`config.mk`:
```
export PLATFORM = sky130hd
export DESIGN_NAME = sdram_arbiter
export DESIGN_NICKNAME = d
export VERILOG_FILES = /design/src/rtl/sdram_arbiter.sv
export SDC_FILE = /design/constraint.sdc
export NUM_CORES = 1
export LEC_CHECK = 0
export CORE_MARGIN = 5
export CORE_UTILIZATION = 36
export CTS_BUF_LIST = sky130_fd_sc_hd__clkbuf_4
export CTS_CLUSTER_SIZE = 40
export DETAILED_ROUTE_END_ITERATION = 8
export PLACE_DENSITY = 0.89
export SYNTH_ARGS = -nofsm -noshare
export SYNTH_HDL_FRONTEND = slang
export SYNTH_SLANG_ARGS = --single-unit
```
`constraint.sdc`:
```
create_clock -name clk -period 2.3 [get_ports clk]
set_input_delay 0.345 -clock clk [delete_from_list [all_inputs] [get_ports clk]]
set_output_delay 0.345 -clock clk [all_outputs]
set_load 0.02 [all_outputs]
```
`src/rtl/sdram_arbiter.sv`:
```
// sdram_arbiter: round-robin arbiter of two burst masters onto one SDRAM controller port,
// tracking outstanding reads in a FIFO to route returned read data to the right master.
module sdram_arbiter #(
    parameter int RD_DEPTH = 4
) (
    input  logic        clk,
    input  logic        rst,
    input  logic [24:0] m0_address,
    input  logic [15:0] m0_writedata,
    input  logic [1:0]  m0_byteenable,
    input  logic [6:0]  m0_burstcount,
    input  logic        m0_read,
    input  logic        m0_write,
    output logic [15:0] m0_readdata,
    output logic        m0_waitrequest,
    output logic        m0_readdatavalid,
    input  logic [24:0] m1_address,
    input  logic [15:0] m1_writedata,
    input  logic [1:0]  m1_byteenable,
    input  logic [6:0]  m1_burstcount,
    input  logic        m1_read,
    input  logic        m1_write,
    output logic [15:0] m1_readdata,
    output logic        m1_waitrequest,
    output logic        m1_readdatavalid,
    output logic [24:0] dbus_address,
    output logic [15:0] dbus_writedata,
    output logic [1:0]  dbus_byteenable,
    output logic [6:0]  dbus_burstcount,
    output logic        dbus_read,
    output logic        dbus_write,
    input  logic [15:0] dbus_readdata,
    input  logic        dbus_waitrequest,
    input  logic        dbus_readdatavalid,
    output logic        rd_err
);
    localparam int AW = $clog2(RD_DEPTH);
    localparam logic [1:0] IDLE = 2'd0, WR_BURST = 2'd1, RD_CMD = 2'd2;

    logic [1:0]  state_q, state_d;
    logic        g_q, g_d, lg_q, lg_d;
    logic [6:0]  rem_q, rem_d, beat_q, beat_d;
    logic [AW:0] wp_q, rp_q;
    logic        rd_err_q;
    logic        id_mem [RD_DEPTH];
    logic [6:0]  cnt_mem [RD_DEPTH];

    logic empty, full, req0, req1, gn, gw, busy, sel, mg_read, mg_write;
    logic push, pop, rdv_ok, head_id, last_beat;
    logic [6:0] gbc, head_cnt;

    assign empty = wp_q == rp_q;
    assign full = (wp_q[AW] != rp_q[AW]) && (wp_q[AW-1:0] == rp_q[AW-1:0]);
    assign req0 = m0_write | (m0_read & ~full);
    assign req1 = m1_write | (m1_read & ~full);
    assign gn = (req0 & req1) ? ~lg_q : req1;
    assign gw = gn ? m1_write : m0_write;
    assign gbc = gn ? m1_burstcount : m0_burstcount;

    // In IDLE the command bus shows master 0 with both strobes low.
    assign busy = state_q != IDLE;
    assign sel = busy & g_q;
    assign mg_read = g_q ? m1_read : m0_read;
    assign mg_write = g_q ? m1_write : m0_write;
    assign dbus_address = sel ? m1_address : m0_address;
    assign dbus_writedata = sel ? m1_writedata : m0_writedata;
    assign dbus_byteenable = sel ? m1_byteenable : m0_byteenable;
    assign dbus_burstcount = sel ? m1_burstcount : m0_burstcount;
    assign dbus_read = (state_q == RD_CMD) & mg_read;
    assign dbus_write = (state_q == WR_BURST) & mg_write;
    assign m0_waitrequest = (busy & ~g_q) ? dbus_waitrequest : 1'b1;
    assign m1_waitrequest = (busy & g_q) ? dbus_waitrequest : 1'b1;

    assign push = (state_q == RD_CMD) & mg_read & ~dbus_waitrequest;
    assign rdv_ok = dbus_readdatavalid & ~empty;
    assign head_id = id_mem[rp_q[AW-1:0]];
    assign head_cnt = cnt_mem[rp_q[AW-1:0]];
    assign last_beat = 7'(beat_q + 7'd1) == head_cnt;
    assign pop = rdv_ok & last_beat;
    assign m0_readdata = dbus_readdata;
    assign m1_readdata = dbus_readdata;
    assign m0_readdatavalid = rdv_ok & ~head_id;
    assign m1_readdatavalid = rdv_ok & head_id;
    assign rd_err = rd_err_q;

    always_comb begin
        state_d = state_q;
        g_d = g_q;
        lg_d = lg_q;
        rem_d = rem_q;
        if (state_q == IDLE) begin
            if (req0 | req1) begin
                g_d = gn;
                lg_d = gn;
                rem_d = (gbc == 7'd0) ? 7'd1 : gbc;
                state_d = gw ? WR_BURST : RD_CMD;
            end
        end else if (state_q == WR_BURST) begin
            if (mg_write & ~dbus_waitrequest) begin
                rem_d = rem_q - 7'd1;
                state_d = (rem_q == 7'd1) ? IDLE : WR_BURST;
            end
        end else if (~mg_read | ~dbus_waitrequest) begin
            state_d = IDLE;
        end
        beat_d = rdv_ok ? (last_beat ? 7'd0 : 7'(beat_q + 7'd1)) : beat_q;
    end

    always_ff @(posedge clk or negedge rst) begin
        if (!rst) begin
            state_q <= IDLE;
            g_q <= 1'b0;
            lg_q <= 1'b1;
            rem_q <= 7'd0;
            beat_q <= 7'd0;
            wp_q <= '0;
            rp_q <= '0;
            rd_err_q <= 1'b0;
        end else begin
            state_q <= state_d;
            g_q <= g_d;
            lg_q <= lg_d;
            rem_q <= rem_d;
            beat_q <= beat_d;
            wp_q <= push ? wp_q + 1'b1 : wp_q;
            rp_q <= pop ? rp_q + 1'b1 : rp_q;
            rd_err_q <= rd_err_q | (dbus_readdatavalid & empty);
        end
    end

    // In RD_CMD rem_q still holds the normalised burst length of the command.
    always_ff @(posedge clk) begin
        if (push) begin
            id_mem[wp_q[AW-1:0]] <= g_q;
            cnt_mem[wp_q[AW-1:0]] <= rem_q;
        end
    end
endmodule

```
Yosys cells after proc, flatten, opt, wreduce, memory -nomap -nowiden
Memory sizes are Yosys's and may differ from the RTL's.
Cells that the tools add are included.
- bits in registers: 25
- memory bits (writable): 32
- memories: 2
- bits of input ports: 124
- memories (name ; words ; width ; rd ports ; clocked after memory_dff ; write ports ; line ; text):
    cnt_mem ; 4 ; 7 ; 1 ; 0 ; 1 ; 46 ; logic [6:0] cnt_mem [RD_DEPTH];
    id_mem ; 4 ; 1 ; 1 ; 0 ; 1 ; 45 ; logic id_mem [RD_DEPTH];
- muxes and demuxes: 26
- equality and inequality tests: 9
- reductions and logical operators: 10
- add/sub/neg operators: 4
- bitwise operators: 26
- operators with widths (cell ; number):
    two-way mux 7 bit ; 8
    two-way mux 25 bit ; 1
    two-way mux 16 bit ; 1
    bitwise AND 1 bit ; 14
    two-way mux 2 bit ; 7
    two-way mux 1 bit ; 9
    adder 7 x 1 -> 7 bit, second input constant ; 1
    == test 7 x 1 -> 1 bit, second input constant ; 1
    == test 7 bit ; 1
    zero test 7 bit ; 1
    NOT 1 bit ; 7
    subtractor 7 x 1 -> 7 bit, second input constant ; 1
    adder 3 x 1 -> 3 bit, second input constant ; 2
    AND reduction 3 bit ; 2
    nonzero test 2 bit ; 3
    bitwise OR 1 bit ; 5
    == test 3 bit ; 1
    inequality test 3 x 1 -> 1 bit, second input constant ; 1
    nonzero test 3 bit ; 1
    == test 2 x 1 -> 1 bit, second input constant ; 1
    == test 2 bit ; 1
    == test 2 bit, second input constant ; 1
    zero test 2 bit ; 1
    inequality test 2 x 1 -> 1 bit, second input constant ; 1
    3 further kinds ; 3

Depth between registers and ports, before layout
- word-level depth: 12
- mapped depth: 8

Worst setup path after synthesis
OpenSTA, ideal clock, no wires.
- path type: flip-flop to flip-flop
- start point: register rp_q[0]
- end point: register rp_q[1]
- clock period less this slack: 2207 ps
- path buffers: 1
- slack: 93 ps
- arrival: 2082 ps
- stages on the path, launching flop included: 8
- cell sequence: dfrtp_1 > buf_6 > mux4_1 > xnor3_1 > and3_1 > o2111a_2 > and2_4 > mux2_4
- longest elaborated chain between the ends: 4
- RTL lines (item ; line ; text):
    start, declared ; 43 ; logic [AW:0] wp_q, rp_q;
    start signal, assigned ; 126 ; rp_q <= pop ? rp_q + 1'b1 : rp_q;
    parallel branches: the longest is 4 deep, another holds memory read (4 x 7 bit) ; -- ;
Several ways; the timed one is not identified.
A chain may end at the register's enable or synchronous reset.

Final worst setup path
- start point: register state_q[1]
- end point: output port dbus_byteenable[1]
- longest elaborated chain between the ends: 3
- RTL lines (item ; line ; text):
    start, declared ; 40 ; logic [1:0] state_q, state_d;
    start signal, assigned ; 120 ; state_q <= state_d;
    nonzero test 2 bit ; 61 ; assign busy = state_q != IDLE;
    bitwise AND 1 bit ; 62 ; assign sel = busy & g_q;
    two-way mux 2 bit ; 67 ; assign dbus_byteenable = sel ? m1_byteenable : m0_byteenable;
    end, declared ; 28 ; output logic [1:0] dbus_byteenable,
Every way passes these cells.

==> out/qor.csv <==
stage,metric,value,unit
critical_path,Startpoint Class,flip-flop,
clock_network,H-tree lvl count,3,
synthesis,multiplexer fraction of the synthesized cell area,23.57,%
drt,sum of routed wire length over all layers,12590,um
layout,number of nets in the finished design,617,
global_route,vias in the first global route,3526,
synthesis,xor/xnor share of the synthesized area,4.895,%
drt,# DRC,0,
critical_path,Worst R2R Start,rp_q[0],
synthesis,area of the mapped netlist,3706,sq um
clock_network,clock buffers created by TritonCTS,9,
drt,Avg WL per Cell,20.04,um
synthesis,total number of yosys warnings,0,
critical_path,setup slack of the worst register-to-register path,30,ps
run,max-cap violation count,0,
floorplan,core box area,10180,sq um
power_and_ir_drop,worst vdd rail ir drop,0.0006549,V
synthesis,adder and majority cell fraction of the synthesized area,2.701,%
critical_path,Critical Setup Path Class,reg -> out,
clock_network,CTS tree,yes,
timing,fin. max-slew vios,0,
timing,Setup Viol. Count Final,4,
drt,TritonRoute pass-1 iters,4,
critical_path,number of cells traversed by the worst register-to-register path,7,
timing,Final WS setup,-9.029,ps
floorplan,full die area,12420,sq um
hold_path,type of the tightest min-delay check,in -> async,
timing,RSZ-0062 raised after global routing,true,
layout,"commonest non-fill, non-tap cells in the layout","sky130_fd_sc_hd__clkdlybuf4s50_1 (108), sky130_fd_sc_hd__mux2_2 (49), sky130_fd_sc_hd__buf_2 (42)",
placed_design,detailed placement HPWL,9820,um
critical_path,cell chain of the critical path,or2_4 -> nand2_8 -> bufbuf_16 -> mux2_2 -> buf_6,
clock_network,CTS Buffer Depth,2,
timing,Hold Slack,310.5,ps
synthesis,net count after synthesis,449,
clock_network,master cell of the clock root buffer,sky130_fd_sc_hd__clkbuf_4,
critical_path,Reg-to-Reg End,rp_q[1],
critical_path,data arrival time of the worst path,1960,ps
timing,Max Freq,433.1,MHz
layout,area growth from synthesis to layout,52.53,%
timing,pin slew with the least headroom to its limit,380.9,ps
critical_path,Worst Path Max Fanout,5,
synthesis,Post-Synthesis Mean Instance Area,11.69,sq um
drt,Vias,3172,
clock_network,number of clock sinks,57,
synthesis,post-synthesis simple-gate area fraction,10.16,%
floorplan,starting density of the core,36.39,%
synthesis,number of flops mapped to enable cells by yosys,32,
layout,Finished Cell Area,5653,sq um
synthesis,unique cell type count in the Yosys netlist,48,
timing,Final min period,2309,ps
global_route,number of antenna violations at the first check in global routing,2,
global_route,wire length of the first global-routing pass,19160,um
timing,skew final,30.76,ps
synthesis,Yosys reg bits,57,
timing,Worst slew margin,74.61,%
timing,count of endpoints failing hold in the final timing report,0,
synthesis,most common flop cell mapped by yosys,sky130_fd_sc_hd__edfxtp_1,
floorplan,overall die height,111.5,um
placed_design,placed cell area,5474,sq um
clock_network,latest clock arrival within the worst-skew pair,410,ps
status,violations in the final reports,setup timing,
critical_path,data required time at the worst endpoint,1960,ps
critical_path,CP endpoint kind,output pin,
critical_path,slowest CP cell,sky130_fd_sc_hd__dfrtp_1,
global_route,maximum number of pins on one net before global-route repair,26,
timing,final worst-path cycle share,100.4,%
layout,share of layout cells above drive strength 1,35.71,%
placed_design,port bufs,164,
floorplan,floorplan row count,37,
clock_network,number of buffers inserted by hold repair at cts,0,
drt,number of violations reported at the end of detailed-routing iteration 0,112,
floorplan,number of primary I/O pins,213,
placed_design,routability congestion estimate from global placement,0.9446,
critical_path,delay of the slowest critical-path stage,410,ps
status,outcome,finished with violations,
synthesis,main combinational cell family by area after synthesis,multiplexers,
drt,post-route antenna net violation count,0,
floorplan,Die Wd,111.5,um
synthesis,"synthesized-area fraction occupied by ao, oa, aoi and oai cells",7.259,%
synthesis,share of synthesized area occupied by flip-flops and latches,42.84,%
synthesis,Mapped Cells,317,
layout,most frequent standard cell in the layout excluding fill and tap cells,sky130_fd_sc_hd__clkdlybuf4s50_1,
power_and_ir_drop,pwr/cell area,1077,nW/um^2
power_and_ir_drop,Total Power,6.087,mW
global_route,global route total overflow,0,
synthesis,Post-synth ARST share,43.86,%
power_and_ir_drop,leakage power of the design,2.319,nW
global_route,all-layer global routing usage,20.01,%
drt,detail-routed via count per cell,5.051,
clock_network,Clock Pin Slew Worst Setup and Hold Paths,130,ps
## per-layer routing
layer / wire length [um] / GRT usage, %
met5: 0 / 0
met1: 4064 / 18.53
met4: 537 / 9.002
met3: 929 / 7.337
met2: 7054 / 38.64
## where the power goes
group          internal (mW)  total (mW)  switching, mW
Sequential              1.37        1.69          0.324
Clock                  0.446       0.827          0.381
Combinational           1.88        3.57           1.68
Total                   3.70        6.09           2.39
## flip-flops by register name, summed over array words and instances (netlist names)
name / flops
rd_err: 1
cnt_mem: 28
id_mem: 4
g_q: 1
beat_q: 7
rem_q: 7
rp_q: 3
lg_q: 1
state_q: 2
wp_q: 3
## metrics by stage
step                worst slack [ps]  TNS (ps)  instances  util [%]
floorplan                      92.77         0        317         -
global placement               28.99         0        601     53.75
detailed placement             17.38         0        601     53.75
CTS                           -47.08    -154.8        622     54.25
global route                  -89.97     -1052        628     55.50
finish                        -9.029    -20.31        628     55.50
## synthesized netlist by cell type (all sizes together) (2+ instances only)
| cell | number | area share, % |
|---|---|---|
| xnor3 | 3 | 1.8 |
| nor2 | 17 | 1.7 |
| edfxtp | 32 | 26 |
| mux2i | 7 | 1.9 |
| a221oi | 2 | 0.47 |
| a21oi | 7 | 0.95 |
| and2 | 6 | 1.1 |
| dfrtp | 24 | 16 |
| o22ai | 5 | 0.84 |
| nand2 | 19 | 1.9 |
| a22o | 2 | 0.47 |
| xor2 | 5 | 1.2 |
| nand3 | 6 | 0.81 |
| nand2b | 3 | 0.51 |
| nor4 | 3 | 0.51 |
| xnor2 | 8 | 1.9 |
| nor3b | 2 | 0.41 |
| nor3 | 6 | 0.81 |
| o21ai | 18 | 2.4 |
| and3 | 5 | 0.84 |
| ha | 8 | 2.7 |
| or2 | 4 | 0.68 |
| mux4 | 8 | 5.5 |
| mux2 | 53 | 16 |
| inv | 9 | 0.91 |
| buf | 40 | 7.6 |
## how the worst max path moves through the flow
stage | start | endpoint | slack, ps | cells past startpoint
finish | state_q[1] | dbus_byteenable[1] | -9 | 5
global route | state_q[1] | dbus_byteenable[1] | -90 | 5
floorplan | rp_q[0] | rp_q[1] | 90 | 7
CTS | state_q[0] | dbus_byteenable[1] | -50 | 5
global placement | state_q[0] | dbus_writedata[4] | 30 | 5
detailed placement | rp_q[0] | rp_q[1] | 20 | 7
## critical path, delay by kind of cell (launching register included)
| family | cells | cell delay [ps] |
|---|---|---|
| buffers and inverters | 2 | 410 |
| flip-flops | 1 | 410 |
| multiplexers | 1 | 340 |
| AND/OR/NAND/NOR | 2 | 380 |
## cells by family after synthesis
logic type               count (synthesis)
AO/OA/AOI/OAI                           43
flip-flops                              57
buffers and inverters                   50
XOR/XNOR                                16
adder cells (fa/ha/maj)                  8
AND/OR/NAND/NOR                         75
multiplexers                            68
## layout make-up
class | count | area [sq um]
diodes | 2 | 5.005
clock buffers | 10 | 75.07
clock inverters | 6 | 82.58
fillers | 845 | 4532
inverters | 9 | 33.78
multi-input cells | 210 | 1877
flip-flops and latches | 57 | 1592
well taps | 136 | 170.2
repair buffers | 198 | 1818
## what timing repair did
action,CTS,global route
setup buffers,2,3
resized for setup,227,27
pin swaps,1,2
setup endpoints to repair,56,38
gates cloned,3,1
(Power assumes the default switching activity.)
